<file path="src/rtl/alu_logic_pipe.sv">
`default_nettype none
// ============================================================================
// Module      : alu_logic_pipe
// Description : Single-stage pipelined logic-class ALU (AND/ORR/EOR/BIC/MVN/MOV)
//               with an architectural NZCV flag register. Valid/ready handshake
//               on both the request and result sides, full throughput.
//
// Parameters  : WIDTH - operand/result width in bits (>= 2)
//               OPW   - opcode width (>= 3)
//
// Ports       : clk        in   1      clock, rising edge
//               rst_n      in   1      asynchronous active-low reset
//               in_valid   in   1      request valid
//               in_ready   out  1      unit can accept a request this cycle
//               op         in   OPW    000 AND, 001 ORR, 010 EOR, 011 BIC,
//                                      100 MVN, 101 MOV, others reserved
//               set_flags  in   1      update NZ(C) with this result
//               r2         in   WIDTH  operand 1
//               r3         in   WIDTH  operand 2
//               shtype     in   2      (SHIFT_EN) 00 LSL 01 LSR 10 ASR 11 ROR
//               shamt      in   clog2  (SHIFT_EN) shift amount for r3
//               out_valid  out  1      result valid
//               out_ready  in   1      downstream accepts result
//               r1         out  WIDTH  registered result
//               err        out  1      result came from a reserved opcode
//               n,z,c,v    out  1      architectural flag register
//
// Build macro : SHIFT_EN - adds a barrel shifter on operand 2 that also
//               drives the carry flag. Undefined by default.
//
// Revision    : 1.0 - initial release
// ============================================================================
module alu_logic_pipe #(
    parameter int WIDTH = 32,
    parameter int OPW   = 3
) (
    input  logic                     clk,
    input  logic                     rst_n,
    input  logic                     in_valid,
    output logic                     in_ready,
    input  logic [OPW-1:0]           op,
    input  logic                     set_flags,
    input  logic [WIDTH-1:0]         r2,
    input  logic [WIDTH-1:0]         r3,
`ifdef SHIFT_EN
    input  logic [1:0]               shtype,
    input  logic [$clog2(WIDTH)-1:0] shamt,
`endif
    output logic                     out_valid,
    input  logic                     out_ready,
    output logic [WIDTH-1:0]         r1,
    output logic                     err,
    output logic                     n,
    output logic                     z,
    output logic                     c,
    output logic                     v
);

    // ------------------------------------------------------------------
    // Opcode encodings
    // ------------------------------------------------------------------
    localparam logic [OPW-1:0] c_OP_AND = OPW'(0);
    localparam logic [OPW-1:0] c_OP_ORR = OPW'(1);
    localparam logic [OPW-1:0] c_OP_EOR = OPW'(2);
    localparam logic [OPW-1:0] c_OP_BIC = OPW'(3);
    localparam logic [OPW-1:0] c_OP_MVN = OPW'(4);
    localparam logic [OPW-1:0] c_OP_MOV = OPW'(5);

    // ------------------------------------------------------------------
    // State
    // ------------------------------------------------------------------
    logic             r_valid;
    logic [WIDTH-1:0] r_r1;
    logic             r_err;
    logic             r_n;
    logic             r_z;
    logic             r_c;
    logic             r_v;

    // ------------------------------------------------------------------
    // Combinational datapath
    // ------------------------------------------------------------------
    logic             w_accept;
    logic             w_drain;
    logic [WIDTH-1:0] w_op2;
    logic [WIDTH-1:0] w_result;
    logic             w_reserved;
    logic             w_c_next;

    // A new request may enter whenever the output slot is empty or is being
    // emptied in this same cycle, which gives back-to-back throughput.
    assign in_ready = !r_valid || out_ready;
    assign w_accept = in_valid && in_ready;
    assign w_drain  = r_valid && out_ready;

`ifdef SHIFT_EN
    // Each shift is computed one bit wider than the operand so that the last
    // bit shifted out lands in a fixed position and can be picked up as the
    // carry without a variable index.
    logic [WIDTH:0]   w_lsl_ext;
    logic [WIDTH:0]   w_lsr_ext;
    logic [WIDTH:0]   w_asr_ext;
    logic [WIDTH-1:0] w_ror;
    logic             w_sh_carry;

    assign w_lsl_ext = {1'b0, r3} << shamt;
    assign w_lsr_ext = {r3, 1'b0} >> shamt;
    assign w_asr_ext = $unsigned($signed({r3, 1'b0}) >>> shamt);
    // With shamt==0 the left shift by WIDTH yields zero, so the OR is exact.
    assign w_ror     = (r3 >> shamt) | (r3 << (WIDTH - int'(shamt)));

    always_comb begin
        w_op2      = r3;
        w_sh_carry = 1'b0;
        case (shtype)
            2'b00: begin
                w_op2      = w_lsl_ext[WIDTH-1:0];
                w_sh_carry = w_lsl_ext[WIDTH];
            end
            2'b01: begin
                w_op2      = w_lsr_ext[WIDTH:1];
                w_sh_carry = w_lsr_ext[0];
            end
            2'b10: begin
                w_op2      = w_asr_ext[WIDTH:1];
                w_sh_carry = w_asr_ext[0];
            end
            default: begin
                w_op2      = w_ror;
                w_sh_carry = w_ror[WIDTH-1];
            end
        endcase
    end

    // A zero shift amount leaves the carry untouched.
    assign w_c_next = (shamt != '0) ? w_sh_carry : r_c;
`else
    // Without the shifter there is no carry source; c keeps its reset value.
    assign w_op2    = r3;
    assign w_c_next = r_c;
`endif

    always_comb begin
        w_result   = '0;
        w_reserved = 1'b0;
        case (op)
            c_OP_AND: w_result = r2 & w_op2;
            c_OP_ORR: w_result = r2 | w_op2;
            c_OP_EOR: w_result = r2 ^ w_op2;
            c_OP_BIC: w_result = r2 & ~w_op2;
            c_OP_MVN: w_result = ~w_op2;
            c_OP_MOV: w_result = w_op2;
            default:  w_reserved = 1'b1;
        endcase
    end

    // ------------------------------------------------------------------
    // Result slot and flag register
    // ------------------------------------------------------------------
    always_ff @(posedge clk or negedge rst_n) begin
        if (!rst_n) begin
            r_valid <= 1'b0;
            r_r1    <= '0;
            r_err   <= 1'b0;
            r_n     <= 1'b0;
            r_z     <= 1'b0;
            r_c     <= 1'b0;
            r_v     <= 1'b0;
        end else begin
            if (w_accept) begin
                r_valid <= 1'b1;
                r_r1    <= w_result;
                r_err   <= w_reserved;
                // Flags move with acceptance, not with drain, so dependent
                // flag-setting ops observe them in acceptance order. v is
                // never produced by a logic op and simply holds.
                if (set_flags && !w_reserved) begin
                    r_n <= w_result[WIDTH-1];
                    r_z <= (w_result == '0);
                    r_c <= w_c_next;
                end
            end else if (w_drain) begin
                r_valid <= 1'b0;
            end
        end
    end

    assign out_valid = r_valid;
    assign r1        = r_r1;
    assign err       = r_err;
    assign n         = r_n;
    assign z         = r_z;
    assign c         = r_c;
    assign v         = r_v;

endmodule
`default_nettype wire

</file>
<file path="config.mk">
export PLATFORM = sky130hd
export DESIGN_NAME = alu_logic_pipe
export DESIGN_NICKNAME = d
export VERILOG_FILES = /design/src/rtl/alu_logic_pipe.sv
export SDC_FILE = /design/constraint.sdc
export NUM_CORES = 1
export LEC_CHECK = 0
export BUFFER_PORTS_ARGS = -buffer_cell sky130_fd_sc_hd__clkbuf_2
export CORE_MARGIN = 8
export CORE_UTILIZATION = 59
export DETAILED_ROUTE_END_ITERATION = 10
export PLACE_DENSITY = 0.88
export REMOVE_ABC_BUFFERS = 1
export SLEW_MARGIN = 30
export SYNTH_ARGS = -nofsm -noshare
export SYNTH_HDL_FRONTEND = slang
export SYNTH_SLANG_ARGS = --single-unit
</file>
<file path="constraint.sdc">
create_clock -name clk -period 3.5 [get_ports clk]
set_input_delay 0.525 -clock clk [delete_from_list [all_inputs] [get_ports clk]]
set_output_delay 0.525 -clock clk [all_outputs]
set_load 0.02 [all_outputs]
</file>
# Word-level counts from Yosys, hierarchy flattened
# Cells that the tools add are included.
[classes]
n_mux = 4
bitwise_logic = 5
reduce_logical = 10
eq_ne = 5
[op_table]
columns = ["op", "count"]
rows = [
  ["case mux 32 bit (6 select lines)", 1],
  ["AND 32 bit", 2],
  ["zero test 32 bit", 1],
  ["inverter 32 bit", 1],
  ["OR 32 bit", 1],
  ["bitwise XOR 32 bit", 1],
  ["equality test 3 x 2 -> 1 bit (second input constant)", 2],
  ["equality test 3 bit (second input constant)", 2],
  ["OR reduction 6 bit", 1],
  ["equality test 3 x 1 -> 1 bit (second input constant)", 1],
  ["logical AND 1 bit", 3],
  ["zero test 3 bit", 1],
  ["2-to-1 mux 1 bit", 3],
  ["AND reduction 2 bit", 1],
  ["nonzero test 2 bit", 1],
  ["zero test 1 bit", 1],
  ["logical OR 1 bit", 1],
]
[word_totals]
in_bits = 72
out_inout_bits = 39
ff_bits = 36
word_cells = 29

# Logic depth before layout (Yosys ltp)
# Gate-level depths: netlist of run 1.
[depth]
ltp_word = 4
mapped_depth = 9
depth_no_buf = 8

# Least setup slack after synthesis of run 1
# No wires, ideal clock.
[synth_timing]
path_kind = "input to register"
from = "in r3[24]"
to = "reg r_z, in the netlist z"
stages = 8
t_arrival_ps = 1907
slack_ps = 1526
t_required_ps = 3433
setup_ps = 67
path_buffers = 1
path_cell_list = "clkbuf_1 > inv_1 > ha_1 > a22oi_1 > o31ai_1 > nor4_1 > a41o_1 > a32o_1"
[synth_between]
elab_chain_cells = 4
word_cells_on_any_way = 7
classes_between = "mux (1); bitwise (5); reduce/logical (1)"
[synth_rtl]
columns = ["element", "line", "source"]
rows = [
  ["from (decl)", "44", "input logic [WIDTH-1:0] r3,"],
  ["inverter 32 bit", "150, 151", ""],
  ["AND 32 bit", "150", "c_OP_BIC: w_result = r2 & ~w_op2;"],
  ["case mux 32 bit (6 select lines) *", "146", "case (op)"],
  ["zero test 32 bit *", "179", "r_z <= (w_result == '0);"],
  ["to (signal assigned)", "179", ""],
  ["to (decl)", "76", "logic r_z;"],
]
# Mark *: on every way between the ends. The rest lies on a longest branch, timed or not.
# A chain may end at the register's enable or synchronous reset.

# Worst setup path after layout of run 1
[layout_timing]
from = "in op[0]"
to = "reg r_z, in the netlist z"
[layout_between]
elab_chain_cells = 4
word_cells_on_any_way = 11
classes_between = "eq/ne (5); mux (1); reduce/logical (5)"
[layout_rtl]
columns = ["element", "line", "source"]
rows = [
  ["from (decl)", "41", "input logic [OPW-1:0] op,"],
  ["parallel branches: the longest is 4 deep, another holds case mux 32 bit (6 select lines)", "--", ""],
]
# Several ways; the timed one is not identified.

==> run metrics, run 1 <==
flops & latches, synth=36; Final #Nets=709; Synth Flop Type=dfrtp_1; fmax=389 MHz; Post-CTS Setup Inserts=0; setup tns final=0 ns; Via density=6.32; deepest clock path buffer count=2; final hold slack=0.192 ns; initial core utilization=60.9%; largest net degree at the start of global routing=37; Syn Std Cell Area=0.00414 mm²; critical path peak fanout=34; Hold Crit Class=in2async; Cells after DPL=694; Core Util, Final=70.2%; CTS tree=built; post-layout minimum cycle time=2.57 ns; layout cells sized above 1=25.7%; EDFF count, synth=0; Least-Margin Pin Slew=0.736 ns; slew margin rel.=50.9%; syn avg cell area=7.99 µm²; CTS buffer count=5; clk_lat worst skew=0.30 ns; CP required=3.69 ns; Mapped Cells=518; hold buffers post-CTS=0; maxcap violations=0; final wirelength=13200 µm; sequential share of the synthesized area=21.8%; CP startpoint kind=primary input; CTS H-Tree Depth=2; Post-synth ARST share=100%; Final period util=73.5%; Clock transition at path regs=0.08 ns; WP data arrival=2.76 ns; dpl hpwl=9950 µm; CTS Sinks=36; CP Capture Type=flip-flop; Die Span Y=99.7 µm; leak pwr=2.42 nW; die area=0.00995 mm²; Area Growth Syn to Fin=15.3%; io pins=111; non-filler cells, final=702; Core ar.=0.00679 mm²; total grt overflow=0; total power=1.54 mW; Die Width=99.7 µm; Worst Skew=0.0106 ns; vias in the first global route=4349; setup violators final=0; max-slew violations=0; pwr dens=323 mW/mm²; Rows=30; Routed wire per std cell=18.8 µm; Distinct cells, synth=76; DR pass1 iterations=5; DRC errors left=0; port buffer count=108; most frequent cells in the layout=clkbuf_2, inv_1, dfrtp_1; first-pass GRT wire length=21200 µm; RSZ-0062 raised after global routing=false; peak supply drop=161 µV; post-route antenna net violation count=0; Synth Warn #=1; outcome=completed; initial antenna violation count=0; antenna cell count=0; root buf cell=clkbuf_8; GRT Util Overall=26.1%; Initial DRC Count=340; Setup CP Type=in2reg; commonest non-fill, non-tap cell in the layout=clkbuf_2; routability cong.=0.966; via count=4434; Gates resized, CTS repair=0; Hold Fails Final Rpt=0
[synth_stat cells, types with 7 or more instances]
cell type  number  area (µm²)
buf_2          13        65.1
xor2_1          9        78.8
ha_1           32         400
mux2_2         12         135
a31oi_1         8        50.1
nor4_1          7        43.8
a32oi_1         7        61.3
a2bb2oi_1       7        61.3
dfrtp_1        36         901
a21oi_1        25         125
nand2_1        34         128
inv_1          67         251
xnor2_1        17         149
o22ai_1         9        56.3
nand3_1         9        45.0
nor2_1         19        71.3
buf_4           8        60.1
o21ai_0        33         165
clkbuf_1       13        48.8
o22a_1          8        70.1
nand3b_1        7        52.6
[sequential cells by signal, summed over array words and instances, names as in the netlist]
signal	count
r1	32
err	1
n	1
out_valid	1
z	1
[routing by layer]
metal | GRT usage, % | wire, µm | vias up
li1 | - | - | 2053
met2 | 43.0 | 6150 | 244
met4 | 9.55 | 359 | 0
met5 | 0 | 0 | -
met1 | 31.6 | 5470 | 2102
met3 | 6.91 | 1210 | 35
[final cells by class]
type / count / area [µm²]
inverter: 68 / 255
clock inverter: 2 / 35.0
timing repair buffer: 123 / 656
fill: 574 / 2020
multi-input combinational: 371 / 2730
tap: 96 / 120
clock buffer: 6 / 72.6
sequential: 36 / 901
[report_power, final]
group / switching, mW / total, mW / internal [mW]
Combinational: 0.398 / 0.654 / 0.256
Sequential: 0.0320 / 0.511 / 0.479
Clock: 0.163 / 0.375 / 0.212
Total: 0.593 / 1.54 / 0.946
[path summary, 6_finish.rpt]
check | start | endpoint | slack [ns] | cells after the start
min in group clk | r1[0] | r1[0] | 0.47 | 2
min reg2reg | r1[0] | r1[0] | 0.47 | 2
min | rst_n | r1[29] | 0.19 | 1
max reg2reg | out_valid | r1[9] | 1.71 | 4
max | op[0] | z | 0.93 | 6
max in group asynchronous | rst_n | r1[9] | 2.96 | 1
[cells by family after synthesis]
kind of cell / count (synthesis) / synth area share, %
adders and majority gates: 32 / 9.68
AOI/OAI and AO/OA: 164 / 28.2
other: 1 / 0.0907
muxes: 16 / 4.23
xor gates and xnor gates: 26 / 5.51
and+or+nand+nor: 131 / 18.1
DFF: 36 / 21.8
buffers and inverters: 112 / 12.4
[through the flow]
step,cell area (µm²),worst slack [ns]
final,4770,0.928
after global routing,4770,0.835
after CTS,4760,1.00
after detailed placement,4660,0.695
after global placement,4660,0.699
after floorplan,3880,1.32
[worst max-delay path: stages]
cell	delay, ns
buf_2	0.55
nand2_2	0.33
o311ai_0	0.68
nor4_1	0.13
a41o_1	0.28
a32o_1	0.24
(Power assumes the default switching activity.)
==> inputs of run 2 (changes only) <==
- CORE_UTILIZATION: 59 -> 49
- PLACE_DENSITY: 0.88 -> 0.78
- clock period: 3.5 -> 2.26 ns (I/O delays scaled with it)
==> run metrics, run 2 (synthesis gave the netlist of run 1 again) <==
Rows=33; Setup CP Type=in2reg; critical path cell sequence=buf_2 -> buf_12 -> and2_0 -> a222oi_1 -> nor4_1 -> a31oi_1 -> nor4_1 -> a32o_1; CTS Sinks=36; clock network power share=21.5%; maxcap violations=0; slew margin rel.=58.1%; hold buffers post-CTS=0; CP startpoint kind=primary input; critical path's slowest cell=and2_0; most used cell, CP=nor4_1; via count=4420; pwr dens=476 mW/mm²; initial antenna violation count=0; most frequent cells in the layout=clkbuf_2, inv_1, dfrtp_1; DR pass1 iterations=5; FF-to-FF setup slack=0.60 ns; critical path peak fanout=36; GRT Util Overall=23.6%; RSZ-0062 raised after global routing=false; routability cong.=0.956; Internal Power=1.41 mW; Routed wire per std cell=18.8 µm; largest net degree at the start of global routing=37; Clock transition at path regs=0.08 ns; final instance area=0.00490 mm²; reg2reg start=out_valid; final wirelength=13600 µm; clk_lat worst skew=0.29 ns; deepest clock path buffer count=2; Core Util, Final=59.6%; Worst Skew=0.00363 ns; CTS tree=built; CP Capture Type=flip-flop; DRC errors left=0; setup violators final=0; Final #Nets=721; dpl hpwl=10700 µm; first-pass GRT wire length=22300 µm; post-layout minimum cycle time=2.07 ns; Die Width=108 µm; dpl ws=-0.0391 ns; Via density=6.11; die area=0.0116 mm²; CP required=2.49 ns; sequential fraction of design power=34.0%; Least-Margin Pin Slew=0.621 ns; CTS H-Tree Depth=2; flip-flop count of the largest register after layout=32; fmax=482 MHz; total grt overflow=0; initial core utilization=50.3%; Gates resized, CTS repair=0; setup tns final=0 ns; io pins=111; total power=2.33 mW; root buf cell=clkbuf_8; switching pwr=0.928 mW; Switching Fraction=39.8%; Die Span Y=108 µm; antenna cell count=0; commonest non-fill, non-tap cell in the layout=clkbuf_2; Post-CTS Setup Inserts=0; Slowest Stage Delay on Critical Path=0.38 ns; vias in the first global route=4546; Comb pwr share=44.5%; peak supply drop=275 µV; CTS buffer count=5; Area Growth Syn to Fin=18.5%; layout cells sized above 1=27.2%; max-slew violations=0; Crit path max-delay family=simple AND/OR/NAND/NOR gates; WP data arrival=2.31 ns; Final period util=91.8%; Core ar.=0.00822 mm²; Worst R2R Path Depth=6; port buffer count=108; Placement Cell Area=0.00481 mm²; post-route antenna net violation count=0; reg2reg end=r1[30]; Hold Crit Class=in2async; outcome=completed; Hold Fails Final Rpt=0; PnR worst setup slack=0.186 ns; CP Buf/Inv Count=2; Initial DRC Count=379; leak pwr=2.49 nW
==> run 2: cell count changes in the layout (fill, tap and decap cells not counted) <==
cell	change
buf_12	+4
buf_4	+7
bufinv_16	-1
clkbuf_1	-1
clkbuf_2	+1
clkbuf_8	+1
clkinv_2	+1
nand2_1	+1
nand2_2	-1
==> run 2: worst max path at each step <==
stage	from	to	slack, ns	cells past startpoint
6_report	op[0]	z	0.19	8
5_1_grt	op[0]	z	0.09	8
4_1_cts	op[0]	z	0.27	8
3_5_place_dp	op[0]	z	-0.04	8
3_3_place_gp	op[0]	z	0.04	8
2_1_floorplan	out_valid	r1[22]	0.16	4
==> run 2: layout make-up <==
| cell class | count | area [µm²] |
|---|---|---|
| Tap cell | 105 | 131 |
| Clock inverter | 2 | 10.0 |
| Multi-Input combinational cell | 371 | 2730 |
| Sequential cell | 36 | 901 |
| Timing Repair Buffer | 135 | 793 |
| Clock buffer | 6 | 82.6 |
| Fill cell | 766 | 3320 |
| Inverter | 68 | 255 |
==> run 2: stage by stage <==
stage / cells / hold slack, ns
3_5_place_dp: 715 / 0.419
5_1_grt: 723 / 0.126
3_3_place_gp: 715 / 0.412
2_1_floorplan: 475 / 0.0434
4_1_cts: 723 / 0.0985
6_report: 723 / 0.0777
==> run 2: routing by layer <==
layer / vias up / part of all wire (%) / GRT usage, %
met2: 219 / 46 / 38.1
met5: - / 0 / 0
li1: 2073 / - / -
met3: 29 / 9.2 / 5.21
met4: 0 / 2.3 / 8.72
met1: 2099 / 42 / 29.9
==> run 2: power by group through the flow <==
stage               Sequential [mW]  Combinational, mW  Clock [mW]
finish                        0.793               1.04       0.502
global route                  0.808               1.13       0.544
CTS                           0.795               1.03       0.514
detailed placement            0.808               1.03           0
global placement              0.801               1.00           0
floorplan                     0.926              0.452           0
==> inputs of run 3 (changes only) <==
- CELL_PAD_IN_SITES_DETAIL_PLACEMENT: not set -> 1
- CELL_PAD_IN_SITES_GLOBAL_PLACEMENT: not set -> 2
- CORE_UTILIZATION: 49 -> 28
- PLACE_DENSITY: 0.78 -> not set
- PLACE_DENSITY_LB_ADDON: not set -> 0.1
==> run metrics, run 3 (synthesis gave the netlist of run 1 again) <==
deepest clock path buffer count=2; setup violators final=0; crit path launch=op[0]; vias in the first global route=4737; commonest non-fill, non-tap cell in the layout=clkbuf_2; GRT Util Overall=18.2%; Least-Margin Pin Slew=0.832 ns; slew margin rel.=43.8%; CTS tree=built; port buffer count=108; CTS Sinks=36; clk_lat worst skew=0.30 ns; total power=2.96 mW; Via density=5.37; Core ar.=0.0145 mm²; Hold Fails Final Rpt=0; fmax=477 MHz; CTS buffer count=5; pwr dens=563 mW/mm²; Area Growth Syn to Fin=27.3%; CP startpoint kind=primary input; reg2reg start=out_valid; Core Util, Final=36.4%; Routed wire per std cell=20.7 µm; post-layout minimum cycle time=2.10 ns; max-slew violations=0; Die Span Y=138 µm; initial antenna violation count=0; leak pwr=2.64 nW; root buf cell=clkbuf_16; DRC errors left=0; flip-flop count of the largest register after layout=32; Placement Cell Area=0.00505 mm²; Critical Path Sink=z; first-pass GRT wire length=26400 µm; total grt overflow=0; maxcap violations=0; routability cong.=0.822; reg2reg end=z; die area=0.0189 mm²; initial core utilization=28.6%; Worst R2R Path Depth=6; Rows=44; post-route antenna net violation count=0; Final #Nets=740; Hold Crit Class=in2async; hold buffers post-CTS=0; Initial DRC Count=211; dpl hpwl=13700 µm; FF-to-FF setup slack=0.60 ns; DR pass1 iterations=4; critical path peak fanout=16; outcome=completed; Die Width=138 µm; most frequent cells in the layout=clkbuf_2, inv_1, buf_4; final instance area=0.00527 mm²; Post-CTS Setup Inserts=0; WP data arrival=2.29 ns; CP Capture Type=flip-flop; io pins=111; Final period util=92.7%; layout cells sized above 1=29.4%; CTS H-Tree Depth=2; via count=4406; final wirelength=17000 µm; Clock transition at path regs=0.07 ns; Setup CP Type=in2reg; peak supply drop=264 µV; largest net degree at the start of global routing=31; antenna cell count=0; CP required=2.45 ns; Gates resized, CTS repair=0; RSZ-0062 raised after global routing=false; Worst Skew=0.00788 ns
==> run 3: cell count changes in the layout (fill, tap and decap cells not counted) <==
cell | before | now
clkinv_2 | 2 | 0
bufinv_16 | 0 | 3
clkbuf_16 | 0 | 5
buf_4 | 23 | 42
clkbuf_8 | 6 | 0
==> run 3: stage by stage <==
stage	setup TNS [ns]	std cells	setup slack, ns	hold slack, ns
2_1_floorplan	0	475	0.164	0.0434
3_3_place_gp	-0.0479	813	-0.0479	0.380
3_5_place_dp	-0.157	813	-0.157	0.388
4_1_cts	0	821	0.179	0.0666
5_1_grt	0	821	0.00598	0.0880
6_report	0	821	0.164	0.0466
==> run 3: critical path, cell delays in order <==
cell and delay, ns:
buf_2 0.22, buf_4 0.23, buf_4 0.22, a21bo_2 0.24, a222oi_1 0.36, nor4_1 0.13
a31oi_1 0.24, nor4_1 0.08, a32o_1 0.22
==> run 3: how the worst min path moves through the flow <==
| stage | startpoint | end | slack [ns] | cells after the start |
|---|---|---|---|---|
| 5_1_grt | rst_n | r1[7] | 0.09 | 1 |
| 3_3_place_gp | rst_n | r1[27] | 0.38 | 1 |
| 3_5_place_dp | rst_n | r1[27] | 0.39 | 1 |
| 4_1_cts | rst_n | r1[27] | 0.07 | 1 |
| 2_1_floorplan | rst_n | err | 0.04 | 0 |
| 6_report | rst_n | r1[27] | 0.05 | 1 |
==> run 3: layout make-up <==
type	instances	area, µm²
clock buffers	5	125
clock inverters	3	90.1
fillers	1813	9210
inverters	68	255
multi-input cells	371	2730
flip-flops and latches	36	901
well taps	184	230
repair buffers	154	936
==> run 3: power breakdown <==
part           switching, mW  leakage (nW)  internal (mW)
Sequential            0.0535         0.461          0.743
Clock                  0.327         0.104          0.745
Combinational          0.650          2.07          0.446
==> run 3: metal layers <==
| layer | track usage (%) | up-vias | wire length (µm) |
|---|---|---|---|
| met5 | 0 | - | 0 |
| met4 | 4.77 | 0 | 236 |
| met3 | 3.65 | 14 | 896 |
| met2 | 31.7 | 107 | 8360 |
| met1 | 22.2 | 2169 | 7520 |
| li1 | - | 2116 | - |
